### config.mk
export PLATFORM = sky130hd
export DESIGN_NAME = sha256_stream
export DESIGN_NICKNAME = d
export VERILOG_FILES = /design/src/rtl/sha256_pkg.sv /design/src/rtl/sha256_round.sv /design/src/rtl/sha256_stream.sv
export SDC_FILE = /design/constraint.sdc
export NUM_CORES = 2
export LEC_CHECK = 0
export ABC_AREA = 0
export CORE_MARGIN = 2
export CORE_UTILIZATION = 50
export DETAILED_ROUTE_END_ITERATION = 8
export PLACE_DENSITY = 0.78
export SLEW_MARGIN = 15
export SYNTH_ARGS = -nofsm -noshare
export SYNTH_HDL_FRONTEND = slang
export SYNTH_HIERARCHICAL = 1
export SYNTH_SLANG_ARGS = --single-unit
export TNS_END_PERCENT = 30
### constraint.sdc
create_clock -name clk -period 29.1 [get_ports clk]
set_input_delay 5.82 -clock clk [delete_from_list [all_inputs] [get_ports clk]]
set_output_delay 5.82 -clock clk [all_outputs]
set_load 0.005 [all_outputs]
### src/rtl/sha256_pkg.sv
// sha256_pkg: shared constants, FSM state type and SHA-256 bit functions.
//   K      : the 64 round constants, indexed by round number.
//   IV256  : SHA-256 initial chaining value, word A in [255:224].
//   IV224  : SHA-224 initial chaining value, same packing.
//   state_e: engine control states.
package sha256_pkg;

    localparam logic [31:0] K [0:63] = '{
        32'h428a2f98, 32'h71374491, 32'hb5c0fbcf, 32'he9b5dba5,
        32'h3956c25b, 32'h59f111f1, 32'h923f82a4, 32'hab1c5ed5,
        32'hd807aa98, 32'h12835b01, 32'h243185be, 32'h550c7dc3,
        32'h72be5d74, 32'h80deb1fe, 32'h9bdc06a7, 32'hc19bf174,
        32'he49b69c1, 32'hefbe4786, 32'h0fc19dc6, 32'h240ca1cc,
        32'h2de92c6f, 32'h4a7484aa, 32'h5cb0a9dc, 32'h76f988da,
        32'h983e5152, 32'ha831c66d, 32'hb00327c8, 32'hbf597fc7,
        32'hc6e00bf3, 32'hd5a79147, 32'h06ca6351, 32'h14292967,
        32'h27b70a85, 32'h2e1b2138, 32'h4d2c6dfc, 32'h53380d13,
        32'h650a7354, 32'h766a0abb, 32'h81c2c92e, 32'h92722c85,
        32'ha2bfe8a1, 32'ha81a664b, 32'hc24b8b70, 32'hc76c51a3,
        32'hd192e819, 32'hd6990624, 32'hf40e3585, 32'h106aa070,
        32'h19a4c116, 32'h1e376c08, 32'h2748774c, 32'h34b0bcb5,
        32'h391c0cb3, 32'h4ed8aa4a, 32'h5b9cca4f, 32'h682e6ff3,
        32'h748f82ee, 32'h78a5636f, 32'h84c87814, 32'h8cc70208,
        32'h90befffa, 32'ha4506ceb, 32'hbef9a3f7, 32'hc67178f2
    };

    localparam logic [255:0] IV256 = {
        32'h6a09e667, 32'hbb67ae85, 32'h3c6ef372, 32'ha54ff53a,
        32'h510e527f, 32'h9b05688c, 32'h1f83d9ab, 32'h5be0cd19
    };

    localparam logic [255:0] IV224 = {
        32'hc1059ed8, 32'h367cd507, 32'h3070dd17, 32'hf70e5939,
        32'hffc00b31, 32'h68581511, 32'h64f98fa7, 32'hbefa4fa4
    };

    typedef enum logic [1:0] {
        ST_IDLE  = 2'd0,
        ST_ROUND = 2'd1,
        ST_ADD   = 2'd2,
        ST_OUT   = 2'd3
    } state_e;

    function automatic logic [31:0] rotr(input logic [31:0] x, input int n);
        return (x >> n) | (x << (32 - n));
    endfunction

    function automatic logic [31:0] ch(input logic [31:0] e, f, g);
        return (e & f) ^ (~e & g);
    endfunction

    function automatic logic [31:0] maj(input logic [31:0] a, b, c);
        return (a & b) ^ (a & c) ^ (b & c);
    endfunction

    function automatic logic [31:0] bsig0(input logic [31:0] x);
        return rotr(x, 2) ^ rotr(x, 13) ^ rotr(x, 22);
    endfunction

    function automatic logic [31:0] bsig1(input logic [31:0] x);
        return rotr(x, 6) ^ rotr(x, 11) ^ rotr(x, 25);
    endfunction

    function automatic logic [31:0] ssig0(input logic [31:0] x);
        return rotr(x, 7) ^ rotr(x, 18) ^ (x >> 3);
    endfunction

    function automatic logic [31:0] ssig1(input logic [31:0] x);
        return rotr(x, 17) ^ rotr(x, 19) ^ (x >> 10);
    endfunction

    // Word-wise mod 2^32 sum of two packed 8-word hash states.
    function automatic logic [255:0] add_words(input logic [255:0] x, y);
        logic [255:0] r;
        for (int i = 0; i < 8; i++) begin
            r[32*i +: 32] = x[32*i +: 32] + y[32*i +: 32];
        end
        return r;
    endfunction

endpackage

### src/rtl/sha256_round.sv
// sha256_round: one combinational SHA-256 compression round.
//   st_in  [255:0] : working variables a..h, a in [255:224].
//   w_in   [31:0]  : message schedule word for this round.
//   k_in   [31:0]  : round constant for this round.
//   st_out [255:0] : updated a..h, same packing.
module sha256_round
    import sha256_pkg::*;
(
    input  logic [255:0] st_in,
    input  logic [31:0]  w_in,
    input  logic [31:0]  k_in,
    output logic [255:0] st_out
);

    logic [31:0] a, b, c, d, e, f, g, h;
    logic [31:0] t1, t2;

    assign {a, b, c, d, e, f, g, h} = st_in;

    always_comb begin
        t1 = h + bsig1(e) + ch(e, f, g) + k_in + w_in;
        t2 = bsig0(a) + maj(a, b, c);
    end

    assign st_out = {t1 + t2, a, b, c, d + t1, e, f, g};

endmodule

### src/rtl/sha256_stream.sv
// sha256_stream: multi-block SHA-256 compression engine with internal chaining.
//   Parameter ROUNDS_PER_CYCLE (1, 2, 4 or 8): rounds applied per clock.
//   clk, rst          : rising-edge clock, synchronous active-high reset.
//   H_in [255:0]      : chaining value taken on an accepted first block.
//   in_block [511:0]  : pre-padded block, word 0 in [511:480].
//   in_first, in_last : message start / end markers for the offered block.
//   in_valid/in_ready : block handshake; in_ready is high only in IDLE.
//   mode224           : SHA-224 select, honoured only with SHA256_SHA224_EN.
//   H_out [255:0]     : final digest, word A in [255:224].
//   out_valid/out_ready: digest handshake; digest holds until taken.
// Optional feature macro: SHA256_SHA224_EN (SHA-224 IV and truncated digest).
module sha256_stream
    import sha256_pkg::*;
#(
    parameter int ROUNDS_PER_CYCLE = 1
) (
    input  logic         clk,
    input  logic         rst,
    input  logic [255:0] H_in,
    input  logic [511:0] in_block,
    input  logic         in_first,
    input  logic         in_last,
    input  logic         in_valid,
    output logic         in_ready,
    input  logic         mode224,
    output logic [255:0] H_out,
    output logic         out_valid,
    input  logic         out_ready
);

    localparam int R        = ROUNDS_PER_CYCLE;
    localparam int LAST_CNT = 64 / R - 1;

    if (!(R == 1 || R == 2 || R == 4 || R == 8)) begin : g_bad_rounds
        $error("sha256_stream: ROUNDS_PER_CYCLE must be 1, 2, 4 or 8");
    end

    state_e       state_q, state_d;
    logic [5:0]   cnt_q, cnt_d;
    logic [255:0] h_q, h_d;         // chain value feeding the final add
    logic [255:0] wv_q, wv_d;       // working variables a..h
    logic [511:0] w_q, w_d;         // 16-word schedule window, oldest word on top
    logic         last_q, last_d;
    logic [255:0] hout_q, hout_d;
    logic         ov_q, ov_d;
    logic         mode_q, mode_d;

    logic         accept;
    logic [255:0] first_src;
    logic [255:0] chain_src;
    logic [255:0] h_sum;
    logic [31:0]  ext [16+R];
    logic [511:0] w_next;
    logic [255:0] rnd_out;

    assign in_ready  = !rst && (state_q == ST_IDLE);
    assign accept    = in_valid && in_ready;
    assign H_out     = hout_q;
    assign out_valid = ov_q;

`ifdef SHA256_SHA224_EN
    assign first_src = mode224 ? IV224 : H_in;
`else
    logic unused_mode224;
    assign unused_mode224 = mode224;
    assign first_src      = H_in;
`endif

    assign chain_src = in_first ? first_src : h_q;
    assign h_sum     = add_words(h_q, wv_q);

    // Schedule: the window plus R look-ahead words; later look-ahead words
    // depend on earlier ones, so they are built in order within one block.
    always_comb begin
        for (int i = 0; i < 16; i++) begin
            ext[i] = w_q[511 - 32*i -: 32];
        end
        for (int i = 16; i < 16 + R; i++) begin
            ext[i] = ssig1(ext[i-2]) + ext[i-7] + ssig0(ext[i-15]) + ext[i-16];
        end
        w_next = '0;
        for (int i = 0; i < 16; i++) begin
            w_next[511 - 32*i -: 32] = ext[i+R];
        end
    end

    for (genvar j = 0; j < R; j++) begin : g_rnd
        logic [255:0] st_i;
        logic [255:0] st_o;
        logic [5:0]   k_idx;

        assign k_idx = 6'(int'(cnt_q) * R + j);

        if (j == 0) begin : g_head
            assign st_i = wv_q;
        end else begin : g_tail
            assign st_i = g_rnd[j-1].st_o;
        end

        sha256_round u_round (
            .st_in  (st_i),
            .w_in   (ext[j]),
            .k_in   (K[k_idx]),
            .st_out (st_o)
        );
    end

    assign rnd_out = g_rnd[R-1].st_o;

    always_comb begin
        state_d = state_q;
        cnt_d   = cnt_q;
        h_d     = h_q;
        wv_d    = wv_q;
        w_d     = w_q;
        last_d  = last_q;
        hout_d  = hout_q;
        ov_d    = ov_q;
        mode_d  = mode_q;

        case (state_q)
            ST_IDLE: begin
                if (accept) begin
                    h_d     = chain_src;
                    wv_d    = chain_src;
                    w_d     = in_block;
                    last_d  = in_last;
                    cnt_d   = '0;
                    state_d = ST_ROUND;
`ifdef SHA256_SHA224_EN
                    // Mode latches at message start and sticks for its blocks.
                    if (in_first) begin
                        mode_d = mode224;
                    end
`endif
                end
            end
            ST_ROUND: begin
                wv_d = rnd_out;
                w_d  = w_next;
                if (cnt_q == 6'(LAST_CNT)) begin
                    cnt_d   = '0;
                    state_d = ST_ADD;
                end else begin
                    cnt_d = cnt_q + 6'd1;
                end
            end
            ST_ADD: begin
                h_d = h_sum;
                if (last_q) begin
                    hout_d = h_sum;
                    if (mode_q) begin
                        hout_d[31:0] = 32'h0;
                    end
                    ov_d    = 1'b1;
                    state_d = ST_OUT;
                end else begin
                    state_d = ST_IDLE;
                end
            end
            ST_OUT: begin
                if (out_ready) begin
                    ov_d    = 1'b0;
                    state_d = ST_IDLE;
                end
            end
            default: state_d = ST_IDLE;
        endcase
    end

    always_ff @(posedge clk) begin
        if (rst) begin
            state_q <= ST_IDLE;
            cnt_q   <= '0;
            h_q     <= '0;
            last_q  <= 1'b0;
            hout_q  <= '0;
            ov_q    <= 1'b0;
            mode_q  <= 1'b0;
        end else begin
            state_q <= state_d;
            cnt_q   <= cnt_d;
            h_q     <= h_d;
            last_q  <= last_d;
            hout_q  <= hout_d;
            ov_q    <= ov_d;
            mode_q  <= mode_d;
        end
    end

    // Datapath registers carry no reset; they are always reloaded on accept.
    always_ff @(posedge clk) begin
        wv_q <= wv_d;
        w_q  <= w_d;
    end

endmodule

==> results.cfg <==
[clock_tree]
cts_hold_buf = 0
clock_latency_ps = 850
numCtsBuffers = 146
path_clk_slew_ps = 50
cts_tree = yes
cts_setup_buffers = 0
h-tree-depth = 4
clockBufferDepth = 3
clock-root-buffer = clkbuf_16
cts_resized = 0
cts_sinks = 1290

[detailed_routing]
post_drt_via_cell_ratio = 6.201
dr.pass1.iters = 9
routed_wl_um = 359400
drc = 3
vias = 77970
drtAntennaViolNets = 0
wire_per_inst_um = 28.58
dr.first_iter.drc_count = 10720

[placement]
dp_slack_ps = 15860
numPortBuffers = 1031
hpwl_um = 272400
routabilityCongestion = 1.003

[floorplanning]
core_um2 = 169100
start_util_pct = 50.23
row_count = 151
die_w_um = 416.2
die-area_um2 = 173200
chipHeight_um = 416.2
ios = 1033

[timing]
worst_pin_slew_ps = 1397
clock.fmax_ghz = 0.07548
finalSetupTns_ps = 0
max_slew_margin_pct = 6.891
min_period_ps = 13250
fin_crit_sh_pct = 45.53
setup_ws_ps = 15850
drv_slew = 0
finalSetupViolations = 0
finalHoldViolCount = 0
rsz0062_at_grt = no
fin_skew_ps = 35.20

[setup_path]
path_class = input pin to output pin
worstPathMaxFanout = 80
critical-path-slowest-cell = nor3_1
worstPathCellList = buf_8 -> nor3_1 -> clkdlybuf4s50_1
crit_path_max_incr_delay_ps = 680
worst_ep_arrival_time_ps = 7430
required_ps = 23280
cp-start-kind = input pin
cp-end-kind = output pin

[synthesis]
yosys.area.top_type = edfxtp_1
yosysMostFrequentCell = nand2_1
synth_top_cell_area_share_pct = 27.15
netlist_instances = 9683
yosys_warnings = 6
ys_seq_area_share_pct = 39.45
ys_seq_elements = 1290
postSynthAreaPerCell_um2 = 8.772
synth-edff-count = 768
synthFlopType = edfxtp_1
netlist_area_um2 = 84940
synth_nets = 11040
synth_area_leaders = edfxtp_1 27%, dfxtp_1 12%, nand2_1 10%, ha_1 5.7%, fa_1 4.6%
ys_top_cells_by_count = 2,306 x nand2_1, 768 x edfxtp_1, 644 x a21oi_1
async_flop_share_pct = 0
yosysUniqueCellTypes = 103

[run_status]
violations = design-rule violations
outcome = finished, violations left

[global_routing]
grt_pass1_vias = 72960
overflow = 0
grt_max_degree = 233
grt_use_total_pct = 39.79
grt_pass1_wl_um = 504000
antenna_found_initial = 62

[finish]
drive_above_1_share_pct = 4.093
areaGrowthSynthToFinish_pct = 18.06
fin_util_pct = 59.31
nNetsFinal = 11550

[hold_path]
min_path_type = flip-flop to flip-flop

[run]
drv_cap = 0
layer usage:
| layer | track usage [%] | share of wire [%] |
|---|---|---|
| met3 | 7.545 | 9.4 |
| met4 | 30.37 | 8.8 |
| met2 | 61.71 | 45 |
| met1 | 49.16 | 37 |
| met5 | 0 | 0.038 |
per-stage QoR:
step                      cell area (um^2)  std cells  hold slack (ps)
final                               100300      12580            452.0
after global placement               95300      12260            443.3
after detailed placement             95300      12260            446.9
after floorplan                      84940       9683            446.5
after global routing                100300      12570            470.0
after CTS                           100200      12530            453.5
cells in the final DEF, fill, tap and decap left out, types with 70 or more instances in the layout:
cell             instances
nand2_1               2303
clkdlybuf4s50_1       1029
edfxtp_1               768
a21oi_1                644
o21ai_0                589
dfxtp_1                519
nor2_1                 500
inv_1                  465
ha_1                   389
xnor2_1                373
mux2i_1                283
xor2_1                 212
a21o_1                 209
fa_1                   195
a222oi_1               156
clkbuf_16              152
nand3_1                138
nand4_1                 83
nor3_1                  81
a22oi_1                 81
a211oi_1                76
buf_4                   70
layout make-up:
class	count	area, um^2
Multi-Input combinational cell	7168	46160
Sequential cell	1290	33520
Clock inverter	72	790.8
Antenna cell	47	117.6
Fill cell	14600	68810
Inverter	471	1778
Clock buffer	197	4073
Tap cell	2218	2775
Timing Repair Buffer	1112	11070
flip-flops by register name, indices dropped and copies added (netlist names):
register and cells:
g_rnd.st_i 256, cnt_q 6, out_valid 1, w_q 512, H_out 256, last_q 1, state_q 2, h_q 256
final timing paths:
kind	endpoint	start	slack, ps	depth (start not counted)
max	in_ready	rst	15850	3
min	H_out[251]$_SDFFE_PP0P_	H_out[251]$_SDFFE_PP0P_	450	2
max reg2reg	g_rnd[0].st_i[255]$_DFFE_PP_	cnt_q[0]$_SDFFE_PP0P_	17560	37
min reg2reg	H_out[251]$_SDFFE_PP0P_	H_out[251]$_SDFFE_PP0P_	450	2
kinds of logic after synthesis:
kind of cell    Yosys count  synth area share, %
xor+xnor                586                6.051
buf+inv                1225                6.272
compound gates         2295                17.47
fa+ha+maj               605                10.57
flops                  1290                39.45
mux                     319                3.879
simple gates           3363                16.30
critical path, delay by kind of cell:
family	cells	cell delay (ps)
buffers and inverters	2	900
and+or+nand+nor	1	680
Power is left out: the tool's default activity adds up to more than one toggle a clock period on the data nets, which glitch-free logic cannot reach.
